## src/rtl/tomasulo_pkg.sv

```systemverilog
// Shared Tomasulo definitions: opcode encodings, default widths and the
// reservation-station entry layout.
package tomasulo_pkg;

    localparam int unsigned RS_DEPTH  = 4;
    localparam int unsigned RS_DATA_W = 16;
    localparam int unsigned RS_TAG_W  = 3;
    localparam int unsigned RS_FUNC_W = 4;

    typedef enum logic [RS_FUNC_W-1:0] {
        FUNC_ADD = 4'b0000,
        FUNC_SUB = 4'b0001,
        FUNC_MUL = 4'b0010,
        FUNC_DIV = 4'b0011,
        FUNC_LD  = 4'b0100,
        FUNC_ST  = 4'b0101,
        FUNC_BEQ = 4'b0110,
        FUNC_BNE = 4'b0111
    } func_e;

    typedef struct packed {
        logic                 rdy;
        logic [RS_DATA_W-1:0] val;
        logic [RS_TAG_W-1:0]  tag;
    } rs_src_t;

    typedef struct packed {
        logic                 busy;
        logic [RS_FUNC_W-1:0] func;
        logic [RS_TAG_W-1:0]  rob;
        rs_src_t [1:0]        src;
    } rs_entry_t;

endpackage

```

## src/rtl/rs_age_select.sv

```systemverilog
// Age matrix for the reservation station: tracks relative entry age and
// grants the oldest candidate (one-hot).
module rs_age_select
    import tomasulo_pkg::*;
#(
    parameter int unsigned DEPTH = RS_DEPTH
) (
    input  logic             clk1,
    input  logic             rst,
    input  logic             flush,
    input  logic [DEPTH-1:0] alloc_sel,
    input  logic [DEPTH-1:0] free_sel,
    input  logic [DEPTH-1:0] cand,
    output logic [DEPTH-1:0] grant,
    output logic             any_grant
);

    // age_q[i][j] = 1 means entry i is older than entry j
    logic [DEPTH-1:0] age_q [DEPTH];
    logic [DEPTH-1:0] age_d [DEPTH];

    always_comb begin
        for (int unsigned i = 0; i < DEPTH; i++) begin
            age_d[i] = age_q[i];
        end
        for (int unsigned k = 0; k < DEPTH; k++) begin
            if (alloc_sel[k]) begin
                age_d[k] = '0;
                for (int unsigned i = 0; i < DEPTH; i++) begin
                    if (i != k) begin
                        age_d[i][k] = 1'b1;
                    end
                end
            end
        end
        for (int unsigned f = 0; f < DEPTH; f++) begin
            if (free_sel[f]) begin
                age_d[f] = '0;
                for (int unsigned i = 0; i < DEPTH; i++) begin
                    age_d[i][f] = 1'b0;
                end
            end
        end
        if (flush) begin
            for (int unsigned i = 0; i < DEPTH; i++) begin
                age_d[i] = '0;
            end
        end
    end

    always_ff @(posedge clk1 or posedge rst) begin
        if (rst) begin
            for (int unsigned i = 0; i < DEPTH; i++) begin
                age_q[i] <= '0;
            end
        end else begin
            for (int unsigned i = 0; i < DEPTH; i++) begin
                age_q[i] <= age_d[i];
            end
        end
    end

    // A candidate wins when no other candidate is older than it
    always_comb begin
        grant = '0;
        for (int unsigned i = 0; i < DEPTH; i++) begin
            logic older;
            older = 1'b0;
            for (int unsigned j = 0; j < DEPTH; j++) begin
                older = older | (cand[j] & age_q[j][i]);
            end
            grant[i] = cand[i] & ~older;
        end
    end

    assign any_grant = |grant;

endmodule

```

## src/rtl/rs_tagged_station.sv

```systemverilog
// Reservation station with in-entry operand capture, CDB wakeup,
// oldest-ready issue over valid/ready, and flush.
module rs_tagged_station
    import tomasulo_pkg::*;
#(
    parameter int unsigned DEPTH  = RS_DEPTH,
    parameter int unsigned DATA_W = RS_DATA_W,
    parameter int unsigned TAG_W  = RS_TAG_W,
    parameter int unsigned FUNC_W = RS_FUNC_W,
    localparam int unsigned OCC_W = $clog2(DEPTH + 1)
) (
    input  logic              clk1,
    input  logic              rst,
    input  logic              alloc_valid,
    output logic              alloc_ready,
    input  logic [FUNC_W-1:0] alloc_func,
    input  logic [TAG_W-1:0]  alloc_rob,
    input  logic              alloc_rs1_rdy,
    input  logic [DATA_W-1:0] alloc_rs1_val,
    input  logic [TAG_W-1:0]  alloc_rs1_tag,
    input  logic              alloc_rs2_rdy,
    input  logic [DATA_W-1:0] alloc_rs2_val,
    input  logic [TAG_W-1:0]  alloc_rs2_tag,
    input  logic              cdb_valid,
    input  logic [TAG_W-1:0]  cdb_tag,
    input  logic [DATA_W-1:0] cdb_data,
    output logic              issue_valid,
    input  logic              issue_ready,
    output logic [FUNC_W-1:0] issue_func,
    output logic [DATA_W-1:0] issue_rs1,
    output logic [DATA_W-1:0] issue_rs2,
    output logic [TAG_W-1:0]  issue_rob,
    input  logic              flush,
    output logic [OCC_W-1:0]  occupancy
);

    // Same layout as rs_entry_t, sized by this instance's parameters
    typedef struct packed {
        logic              rdy;
        logic [DATA_W-1:0] val;
        logic [TAG_W-1:0]  tag;
    } src_t;

    typedef struct packed {
        logic              busy;
        logic [FUNC_W-1:0] func;
        logic [TAG_W-1:0]  rob;
        src_t [1:0]        src;
    } entry_t;

    entry_t           ents_q [DEPTH];
    entry_t           ents_d [DEPTH];
    logic [OCC_W-1:0] occ_q;

    logic [DEPTH-1:0] busy_vec;
    logic [DEPTH-1:0] cand;
    logic [DEPTH-1:0] alloc_sel;
    logic [DEPTH-1:0] grant;
    logic             any_grant;
    logic             alloc_fire;
    logic             issue_fire;

    function automatic src_t wake(input src_t s, input logic cv,
                                  input logic [TAG_W-1:0] ct,
                                  input logic [DATA_W-1:0] cd);
        src_t r;
        r = s;
        if (!s.rdy && cv && (s.tag == ct)) begin
            r.rdy = 1'b1;
            r.val = cd;
        end
        return r;
    endfunction

    always_comb begin
        for (int unsigned i = 0; i < DEPTH; i++) begin
            busy_vec[i] = ents_q[i].busy;
            cand[i]     = ents_q[i].busy & ents_q[i].src[0].rdy & ents_q[i].src[1].rdy;
        end
    end

    // Lowest-index free slot
    always_comb begin
        logic found;
        alloc_sel = '0;
        found     = 1'b0;
        for (int unsigned i = 0; i < DEPTH; i++) begin
            if (!busy_vec[i] && !found) begin
                alloc_sel[i] = 1'b1;
                found        = 1'b1;
            end
        end
    end

    assign alloc_ready = ~&busy_vec;
    assign alloc_fire  = alloc_valid & alloc_ready;
    assign issue_valid = any_grant;
    assign issue_fire  = issue_valid & issue_ready;

    rs_age_select #(.DEPTH(DEPTH)) u_age (
        .clk1      (clk1),
        .rst       (rst),
        .flush     (flush),
        .alloc_sel (alloc_fire ? alloc_sel : '0),
        .free_sel  (issue_fire ? grant : '0),
        .cand      (cand),
        .grant     (grant),
        .any_grant (any_grant)
    );

    always_comb begin
        src_t a1;
        src_t a2;
        a1 = '{rdy: alloc_rs1_rdy, val: alloc_rs1_val, tag: alloc_rs1_tag};
        a2 = '{rdy: alloc_rs2_rdy, val: alloc_rs2_val, tag: alloc_rs2_tag};
        for (int unsigned i = 0; i < DEPTH; i++) begin
            ents_d[i] = ents_q[i];
            if (ents_q[i].busy) begin
                ents_d[i].src[0] = wake(ents_q[i].src[0], cdb_valid, cdb_tag, cdb_data);
                ents_d[i].src[1] = wake(ents_q[i].src[1], cdb_valid, cdb_tag, cdb_data);
            end
            if (issue_fire && grant[i]) begin
                ents_d[i].busy = 1'b0;
            end
            if (alloc_fire && alloc_sel[i]) begin
                ents_d[i].busy   = 1'b1;
                ents_d[i].func   = alloc_func;
                ents_d[i].rob    = alloc_rob;
                ents_d[i].src[0] = wake(a1, cdb_valid, cdb_tag, cdb_data);
                ents_d[i].src[1] = wake(a2, cdb_valid, cdb_tag, cdb_data);
            end
            if (flush) begin
                ents_d[i].busy = 1'b0;
            end
        end
    end

    always_ff @(posedge clk1 or posedge rst) begin
        if (rst) begin
            for (int unsigned i = 0; i < DEPTH; i++) begin
                ents_q[i] <= '0;
            end
            occ_q <= '0;
        end else begin
            for (int unsigned i = 0; i < DEPTH; i++) begin
                ents_q[i] <= ents_d[i];
            end
            if (flush) begin
                occ_q <= '0;
            end else begin
                occ_q <= occ_q + OCC_W'(alloc_fire) - OCC_W'(issue_fire);
            end
        end
    end

    assign occupancy = occ_q;

    // Issue payload: AND-OR mux on the one-hot grant, zero when idle
    always_comb begin
        issue_func = '0;
        issue_rs1  = '0;
        issue_rs2  = '0;
        issue_rob  = '0;
        for (int unsigned i = 0; i < DEPTH; i++) begin
            if (grant[i]) begin
                issue_func = issue_func | ents_q[i].func;
                issue_rs1  = issue_rs1 | ents_q[i].src[0].val;
                issue_rs2  = issue_rs2 | ents_q[i].src[1].val;
                issue_rob  = issue_rob | ents_q[i].rob;
            end
        end
    end

endmodule

```

## config.mk

```make
export PLATFORM = sky130hd
export DESIGN_NAME = rs_tagged_station
export DESIGN_NICKNAME = d
export VERILOG_FILES = /design/src/rtl/tomasulo_pkg.sv /design/src/rtl/rs_age_select.sv /design/src/rtl/rs_tagged_station.sv
export SDC_FILE = /design/constraint.sdc
export NUM_CORES = 1
export LEC_CHECK = 0
export CORE_MARGIN = 3
export CORE_UTILIZATION = 53
export DETAILED_ROUTE_END_ITERATION = 8
export PLACE_DENSITY = 0.76
export SETUP_SLACK_MARGIN = 0.1
export SYNTH_ARGS = -nofsm -noshare
export SYNTH_HDL_FRONTEND = slang
export SYNTH_HIERARCHICAL = 1
export SYNTH_SLANG_ARGS = --single-unit
```

## constraint.sdc

```tcl
create_clock -name clk1 -period 16.3 [get_ports clk1]
set_input_delay 1.63 -clock clk1 [delete_from_list [all_inputs] [get_ports clk1]]
set_output_delay 1.63 -clock clk1 [all_outputs]
set_load 0.1 [all_outputs]
```

==> results of run 1 <==
power by group:
| group | internal (uW) | switching [uW] | total, uW |
|---|---|---|---|
| clock network | 269 | 204 | 474 |
| logic | 145 | 205 | 350 |
| registers | 606 | 57.7 | 664 |
| total | 1020 | 467 | 1490 |
synth_stat cells, types with 11 or more instances:
| library cell | count |
|---|---|
| o221a_2 | 94 |
| inv_1 | 26 |
| and3_1 | 11 |
| a21oi_1 | 11 |
| or3_1 | 96 |
| a211oi_1 | 30 |
| a22oi_1 | 84 |
| buf_2 | 13 |
| nor3_1 | 70 |
| clkbuf_1 | 49 |
| nor2_1 | 13 |
| mux2_2 | 13 |
| nand2_1 | 166 |
| dfrtp_1 | 207 |
| xor2_1 | 25 |
flip-flops by register name, summed over array words and instances, names as in the netlist:
| register | count |
|---|---|
| u_age/age_q | 12 |
| ents_q | 188 |
| occupancy | 3 |
| busy_vec | 4 |
per-stage QoR:
step / utilization [%] / total power (uW) / instance area [um^2]
2_1_floorplan: - / 922 / 10400
3_3_place_gp: 60.9 / 1010 / 11600
3_5_place_dp: 60.9 / 1020 / 11600
4_1_cts: 64.4 / 1490 / 12200
5_1_grt: 64.4 / 1540 / 12200
6_report: 64.4 / 1490 / 12200
routing by layer:
metal | up-vias | GRT usage (%) | wire length [um]
li1 | 3887 | - | -
met1 | 4398 | 39.6 | 12500
met2 | 458 | 45.4 | 14500
met3 | 97 | 4.92 | 2530
met4 | 2 | 12.4 | 1360
met5 | - | 0 | 11
cell families after synthesis:
logic type / count (synthesis) / share of synthesized area [%]
XOR/XNOR: 32 / 2.71
AO/OA/AOI/OAI: 241 / 20.8
buffers and inverters: 109 / 4.71
adder cells (fa/ha/maj): 3 / 0.435
multiplexers: 13 / 1.41
AND/OR/NAND/NOR: 400 / 19.9
flip-flops: 207 / 50.0
worst max-delay path by stage:
stage	end	slack (ns)	startpoint
after floorplan	busy_vec[0]	9.36	rst
after global placement	issue_rs1[15]	11.38	busy_vec[1]
after detailed placement	issue_rs1[15]	11.44	busy_vec[1]
after CTS	issue_rs1[15]	10.90	busy_vec[1]
after global routing	issue_rs1[0]	10.71	busy_vec[1]
final	issue_rs1[0]	10.78	busy_vec[1]
final cells by class:
cell class,instances,area (um^2),area share (%)
Clock inverter,3,15.0,0.123
Tap cell,260,325,2.67
Clock buffer,32,639,5.24
Timing Repair Buffer,127,1240,10.2
Inverter,27,109,0.892
Multi-Input combinational cell,689,4700,38.5
Sequential cell,207,5180,42.4
worst min-delay path, delay by kind of cell (launching register included):
| family | cells | cell delay, ns |
|---|---|---|
| flops | 1 | 0.34 |
| simple gates | 2 | 0.10 |
==> reports/summary.txt, run 1 <==
mapped cell area = 10400 um^2
clk sinks = 207
WP data required = 14.67 ns
clk_lat worst skew = 0.52 ns
TritonCTS Buffers = 22
run status = finished clean
number of flops mapped to enable cells by yosys = 0
Worst IR Drop VDD = 0.0728 mV
drt pass-1 iters = 7
CP startpoint kind = flop
Root Buffer = clkbuf_16
ys async rst share = 100%
WP depth = 6
Final #Nets = 1149
final hold violation count = 0
period utilization = 33.9%
Worst Tran Pin Value = 1.04 ns
GR Overflow Total = 0
Non-Filler Instances = 1345
commonest non-fill, non-tap cell in the layout = dfrtp_1
Setup CP Type = reg -> out
largest net degree at the start of global routing = 125
cell accounting for the most synthesized area = dfrtp_1
final setup violation count = 0
Worst-path clk slew = 0.06 ns
post-synth top area share = 50.0%
worst reg2reg endpoint = occupancy[2]
Routed Wire Length = 30900 um
fillcell total = 1492
critical path's slowest cell = clkdlybuf4s50_1
Initial Utilization = 54.6%
Slew headroom = 30.2%
DR DRC count = 0
critical path fanouts, max = 41
minimum clock period = 5.52 ns
Final Slew Violations = 0
Worst path max stage delay = 1.15 ns
R2R depth = 12
CTS max path bufs = 3
RR Startpoint = busy_vec[0]
Synthesis Warnings = 6
Yosys reg bits = 207
sequential share of the synthesized area = 50.0%
# diodes = 0
worst path bufs/invs = 1
most frequent CP cell = a22oi_1
DR WL/cell = 22.9 um
Core ar. = 19000 um^2
Synth area leaders = dfrtp_1, o221a_2, a22oi_1, nand2_1, or3_1
initial antenna violation count = 1
R2R setup slack = 12.69 ns
static leakage = 0.00517 uW
Setup Fix Bufs, Post-CTS = 0
placer congestion estimate = 0.845
worst path arrival time = 3.89 ns
syn_area_per_cell = 10.3 um^2
hpwl dp = 18700 um
first-pass GRT wire length = 49600 um
via-per-instance ratio = 6.57
hold path endpoint = ents_q[136]
Hold Slack = 0.476 ns
area of the die = 21200 um^2
remaining antenna violation count = 0
Hold Crit Start = ents_q[136]
Crit. End Element = output pin
Main synth FF type = dfrtp_1
CTS hold repair buffers = 0
number of global-route vias before repair = 8806
Die X = 146 um
layout cell share with drive strength beyond 1 = 16.1%
slack of the critical path = 10.78 ns
I/O Buffers = 115
CTS tree = yes
DIE HEIGHT = 146 um
Tot GR Track Use = 28.8%
Synthesized Nets = 1080
Power Density = 122 nW/um^2
Worst Hold Class = reg -> reg
post-route setup TNS = 0 ns
total number of vias = 8842
post-synth cell types = 44
maxcap violations = 0
row count = 50
commonest non-fill, non-tap cells in the layout = dfrtp_1, nand2_1, clkdlybuf4s50_1
WHS Path Cells = 2
pre-CTS setup slack = 11.44 ns
H-tree lvl count = 1
Fmax = 181 MHz
placed insts = 1310
RSZ-0062 raised after global routing = no
Iteration-0 DRC Markers = 829
clk_skew = 0.0168 ns
post_cts resized = 0
Area growth, synth to finish = 17.9%
Top Ports = 116
critical path cell sequence = and3_1, a22oi_1, and3_2, a22oi_1, nand2_1, clkdlybuf4s50_1
Mapped Cells = 1005
delay-heaviest family, CP = simple AND/OR/NAND/NOR gates
Note: power is estimated with default switching activity, not from simulation.
==> run 2, diff against run 1 <==
--- a/config.mk
+++ b/config.mk
@@ -6,7 +6,7 @@
 export NUM_CORES = 1
 export LEC_CHECK = 0
 export CORE_MARGIN = 3
-export CORE_UTILIZATION = 53
+export CORE_UTILIZATION = 51
 export DETAILED_ROUTE_END_ITERATION = 8
 export PLACE_DENSITY = 0.76
 export SETUP_SLACK_MARGIN = 0.1
==> constraint.sdc (replaced) <==
create_clock -name clk1 -period 4.43 [get_ports clk1]
set_input_delay 0.443 -clock clk1 [delete_from_list [all_inputs] [get_ports clk1]]
set_output_delay 0.443 -clock clk1 [all_outputs]
set_load 0.1 [all_outputs]
==> run 2 against run 1 <==
Register-to-register slack got worse by 11 ns. Clock skew fell by 0.0062 ns. Die area up 3.8%. Non-clock buffer count is 12 higher. Utilization decreased by 1.5 points. Combinational power grew to 3.7 times the previous value. Critical path type unchanged. Highest routed layer is now met4.
==> reports/summary.txt, run 2 (synthesized netlist as in run 1, its figures left out) <==
Worst IR Drop VDD = 0.341 mV (+370%)
Tot GR Track Use = 28.6% (-0.21 points)
CP startpoint kind = flop
area of the die = 22000 um^2 (+3.8%)
final hold violation count = 0 (unchanged)
static leakage = 0.00540 uW (+4.4%)
CTS max path bufs = 3 (unchanged)
worst path arrival time = 2.80 ns (-1.09 ns)
post-route setup TNS = 0 ns (unchanged)
first-pass GRT wire length = 50200 um (+1.2%)
fillcell total = 1640 (+9.9%)
via-per-instance ratio = 6.49 (-1.2%)
minimum clock period = 3.25 ns
maxcap violations = 0 (unchanged)
Worst Tran Pin Value = 1.00 ns (-0.0376 ns)
clk_skew = 0.0105 ns (-0.00623 ns)
Final #Nets = 1162 (+1.1%)
TritonCTS Buffers = 23 (+4.5%)
Initial Utilization = 52.5% (-2.1 points)
Die X = 148 um (+1.9%)
drt pass-1 iters = 5 (-2)
Worst Hold Class = in -> async
hpwl dp = 19400 um (+3.5%)
run status = finished clean
clk_lat worst skew = 0.51 ns (about the same)
critical path fanouts, max = 40 (-2.4%)
remaining antenna violation count = 0 (unchanged)
commonest non-fill, non-tap cell in the layout = dfrtp_1
Largest register FFs = 188 (unchanged)
GR Overflow Total = 0 (unchanged)
DR DRC count = 0 (unchanged)
largest net degree at the start of global routing = 102 (-18%)
placed insts = 1327 (+1.3%)
DIE HEIGHT = 148 um (+1.9%)
DR WL/cell = 23.4 um (+1.9%)
initial antenna violation count = 0 (-1)
Slew headroom = 33.1% (+2.9 points)
Iteration-0 DRC Markers = 912 (+10%)
number of global-route vias before repair = 8957 (+1.7%)
post_cts resized = 0 (unchanged)
layout cell share with drive strength beyond 1 = 21.5% (+5.4 points)
Area growth, synth to finish = 19.9%
CTS hold repair buffers = 0 (unchanged)
Power Density = 473 nW/um^2 (+290%)
Core ar. = 19700 um^2 (+4.0%)
RSZ-0062 raised after global routing = no
CTS tree = yes
clk sinks = 207 (unchanged)
Routed Wire Length = 32000 um (+3.7%)
Final Slew Violations = 0 (unchanged)
Crit. End Element = output pin
commonest non-fill, non-tap cells in the layout = dfrtp_1, nand2_1, or3_1
Reg with most FFs = ents_q
row count = 51 (+2.0%)
# diodes = 0 (unchanged)
Fmax = 308 MHz
WP data required = 3.99 ns (-10.68 ns)
Root Buffer = clkbuf_16
R2R setup slack = 1.26 ns (-11.43 ns)
placer congestion estimate = 0.892 (+5.6%)
Worst-path clk slew = 0.06 ns (about the same)
I/O Buffers = 115 (unchanged)
total number of vias = 8884 (+0.48%)
final setup violation count = 0 (unchanged)
period utilization = 73.3%
H-tree lvl count = 1 (unchanged)
Setup CP Type = reg -> out
Non-Filler Instances = 1368 (+1.7%)
Setup Fix Bufs, Post-CTS = 0 (unchanged)
Top Ports = 116 (unchanged)
==> run 2: changes by cell type in the layout (fill, tap and decap cells not counted), sizes merged <==
| cell | previous run | this run |
|---|---|---|
| clkdlybuf4s50 | 115 | 75 |
| clkinvlp | 0 | 2 |
| clkbuf | 32 | 27 |
| buf | 12 | 64 |
| bufinv | 0 | 6 |
| clkinv | 4 | 7 |
==> run 2: routing by layer <==
layer  wire length, um  track usage (%)  up-vias
met5                 0                0        -
met2             15000             45.9      457
met4              1140             10.7        0
met1             13100             39.2     4440
li1                  -                -     3917
met3              2800             4.97       70
==> run 2: layout make-up <==
cell class / count / area, um^2 / share of cell area [%]
well taps: 265 / 332 / 2.67
inverters: 27 / 105 / 0.847
clock buffers: 27 / 611 / 4.92
clock inverters: 14 / 230 / 1.86
repair buffers: 139 / 1260 / 10.1
multi-input cells: 689 / 4700 / 37.8
flip-flops and latches: 207 / 5180 / 41.7
==> run 2: stage by stage <==
stage          area [um^2]  worst slack (ns)  util [%]  total power (uW)  hold slack, ns
3_3_place_gp         11600              1.26      58.7              3710           0.458
3_5_place_dp         11600              1.18      58.7              3750           0.464
6_report             12400              1.18      62.9              5870           0.340
2_1_floorplan        10400             0.948         -              3390           0.308
5_1_grt              12400              1.05      62.9              6080           0.418
4_1_cts              12400              1.25      62.9              5890           0.352
==> run 2: final timing paths <==
| kind | cells past startpoint | endpoint | startpoint |
|---|---|---|---|
| worst min-delay path | 2 | u_age/age_q[15] | rst |
| worst min register to register | 2 | ents_q[91] | ents_q[91] |
| min in group clk1 | 2 | ents_q[91] | ents_q[91] |
| worst max register to register | 12 | occupancy[2] | busy_vec[0] |
| max in group asynchronous | 3 | ents_q[54] | rst |
| worst max-delay path | 7 | issue_rs2[15] | busy_vec[1] |
==> run 2: worst max-delay path: stages (launching register included) <==
cell,delay (ns)
dfrtp_1,0.45
and3_1,0.23
a22oi_1,0.20
and3_2,0.21
buf_4,0.49
a22oi_1,0.23
nand2_1,0.16
buf_4,0.31
==> run 2: where the power goes <==
part | switching, uW | internal [uW]
Combinational | 765 | 526
Clock | 803 | 1340
Sequential | 205 | 2230
==> run 3, diff against run 2 <==
--- a/config.mk
+++ b/config.mk
@@ -6,7 +6,7 @@
 export NUM_CORES = 1
 export LEC_CHECK = 0
 export CORE_MARGIN = 3
-export CORE_UTILIZATION = 51
+export CORE_UTILIZATION = 53
 export DETAILED_ROUTE_END_ITERATION = 8
 export PLACE_DENSITY = 0.76
 export SETUP_SLACK_MARGIN = 0.1
==> constraint.sdc (replaced) <==
create_clock -name clk1 -period 3.3 [get_ports clk1]
set_input_delay 0.33 -clock clk1 [delete_from_list [all_inputs] [get_ports clk1]]
set_output_delay 0.33 -clock clk1 [all_outputs]
set_load 0.1 [all_outputs]
==> run 3 against run 2 <==
First-iteration DRC count up 1.1%. Clock skew down 0.0017 ns. Count of clock-buffer cells in the layout up 7. Routed wire length down 0.87%. Power up 31%. Combinational power up 48%. Critical endpoint is now issue_rs1[0].
==> reports/summary.txt, run 3 (synthesized netlist as in run 1, its figures left out) <==
Initial Utilization = 54.6% (+2.1 points)
Crit. End Element = output pin
Non-Filler Instances = 1374 (+0.44%)
period utilization = 91.2%
hpwl dp = 19800 um (+2.3%)
commonest non-fill, non-tap cells in the layout = dfrtp_1, nand2_1, or3_1
clk sinks = 207 (unchanged)
I/O Buffers = 115 (unchanged)
area of the die = 21200 um^2 (-3.6%)
largest net degree at the start of global routing = 84 (-18%)
static leakage = 0.00553 uW (+2.5%)
minimum clock period = 3.01 ns
R2R setup slack = 0.29 ns (-0.97 ns)
placer congestion estimate = 0.893 (+0.15%)
R2R depth = 12 (unchanged)
via-per-instance ratio = 6.58 (+1.4%)
WP data required = 2.97 ns (-1.02 ns)
Setup CP Type = reg -> out
CP startpoint kind = flop
row count = 50 (-2.0%)
Worst Hold Class = in -> async
Fmax = 332 MHz
DIE HEIGHT = 146 um (-1.8%)
fillcell total = 1443 (-12%)
Setup Fix Bufs, Post-CTS = 0 (unchanged)
post-route setup TNS = 0 ns (unchanged)
Slew headroom = 31.7% (-1.4 points)
RR Startpoint = busy_vec[1]
RSZ-0062 raised after global routing = no
clk_skew = 0.00877 ns (-0.00175 ns)
Worst IR Drop VDD = 0.351 mV (+2.8%)
Tot GR Track Use = 29.1% (+0.53 points)
critical path fanouts, max = 40 (unchanged)
remaining antenna violation count = 0 (unchanged)
first-pass GRT wire length = 50500 um (+0.61%)
worst reg2reg endpoint = occupancy[2]
Critical path origin = busy_vec[3]
final setup violation count = 0 (unchanged)
initial antenna violation count = 0 (unchanged)
Worst Tran Pin Value = 1.02 ns (+0.0148 ns)
Worst-path clk slew = 0.06 ns (about the same)
drt pass-1 iters = 6 (+1)
DR WL/cell = 23.1 um (-1.3%)
run status = finished clean
Root Buffer = clkbuf_16
total number of vias = 9044 (+1.8%)
Iteration-0 DRC Markers = 922 (+1.1%)
# diodes = 0 (unchanged)
maxcap violations = 0 (unchanged)
worst path arrival time = 2.68 ns (-0.12 ns)
Final Slew Violations = 0 (unchanged)
GR Overflow Total = 0 (unchanged)
Routed Wire Length = 31700 um (-0.87%)
CTS tree = yes
H-tree lvl count = 1 (unchanged)
worst setup path end = issue_rs1[0]
layout cell share with drive strength beyond 1 = 22.3% (+0.78 points)
final hold violation count = 0 (unchanged)
Die X = 146 um (-1.8%)
Largest register FFs = 188 (unchanged)
CTS max path bufs = 3 (unchanged)
placed insts = 1336 (+0.68%)
number of global-route vias before repair = 9164 (+2.3%)
Top Ports = 116 (unchanged)
Final #Nets = 1175 (+1.1%)
clk_lat worst skew = 0.50 ns (about the same)
DR DRC count = 0 (unchanged)
Reg with most FFs = ents_q
TritonCTS Buffers = 22 (-4.3%)
Core ar. = 19000 um^2 (-3.9%)
commonest non-fill, non-tap cell in the layout = dfrtp_1
Area growth, synth to finish = 24.4%
Power Density = 595 nW/um^2 (+26%)
run 3: changes by cell type in the layout (fill, tap and decap cells not counted):
cell / before / now
and3_1: 8 / 7
and3_2: 4 / 5
buf_12: 2 / 41
buf_4: 62 / 38
bufinv_16: 6 / 1
clkbuf_1: 2 / 5
clkbuf_8: 2 / 6
clkdlybuf4s50_1: 75 / 74
clkinv_2: 5 / 3
clkinv_4: 1 / 0
clkinvlp_4: 2 / 1
inv_6: 1 / 0
or4_1: 1 / 0
or4_4: 0 / 1
run 3: worst max-delay path: stages, from the launching register on:
cell and delay [ns]:
dfrtp_1 0.43, and3_2 0.23, a22oi_1 0.19, and3_2 0.21, buf_4 0.50, a22oi_1 0.18
nand2_1 0.21, buf_12 0.20
run 3: worst min path at each step:
stage,from,cells past startpoint,end
floorplan,rst,1,u_age/age_q[0]
global placement,ents_q[140],2,ents_q[140]
detailed placement,ents_q[141],2,ents_q[141]
CTS,rst,2,ents_q[42]
global route,rst,2,ents_q[42]
finish,rst,2,occupancy[1]
run 3: where the power goes:
part | switching, uW | internal [uW] | leakage [uW] | total [uW]
clock | 1010 | 1480 | 0.000358 | 2490
combinational | 1060 | 851 | 0.00264 | 1910
sequential | 273 | 2990 | 0.00254 | 3270
total | 2340 | 5330 | 0.00553 | 7670
run 3: repair_timing:
action	4_1_cts	5_1_grt
hold buffers	0	0
resized for setup	0	1
endpoints found under the setup margin	0	1
run 3: per-layer routing:
metal	part of all wire (%)	global-route usage (%)	vias to the layer above
met5	0	0	-
met3	8.1	4.14	82
li1	-	-	3943
met4	3.5	9.83	0
met2	47	47.6	504
met1	41	40.4	4515
run 3: final cells by class:
class,count,area [um^2],area share [%]
clock buffer,34,677,5.25
clock inverter,4,45.0,0.350
inverter,27,105,0.816
multi-input combinational,689,4700,36.5
sequential,207,5180,40.2
tap,260,325,2.53
timing repair buffer,153,1850,14.3
run 3: per-stage QoR:
step                      hold WS [ns]  utilization [%]  total power (uW)  area [um^2]  setup WS (ns)
after global placement           0.458             64.1              5150        12200          0.387
after global routing             0.232             68.0              7950        12900          0.105
after CTS                        0.205             67.9              7680        12900          0.285
final                            0.200             68.0              7670        12900          0.291
after detailed placement         0.464             64.1              5200        12200          0.289
after floorplan                  0.195                -              4550        10400          0.209
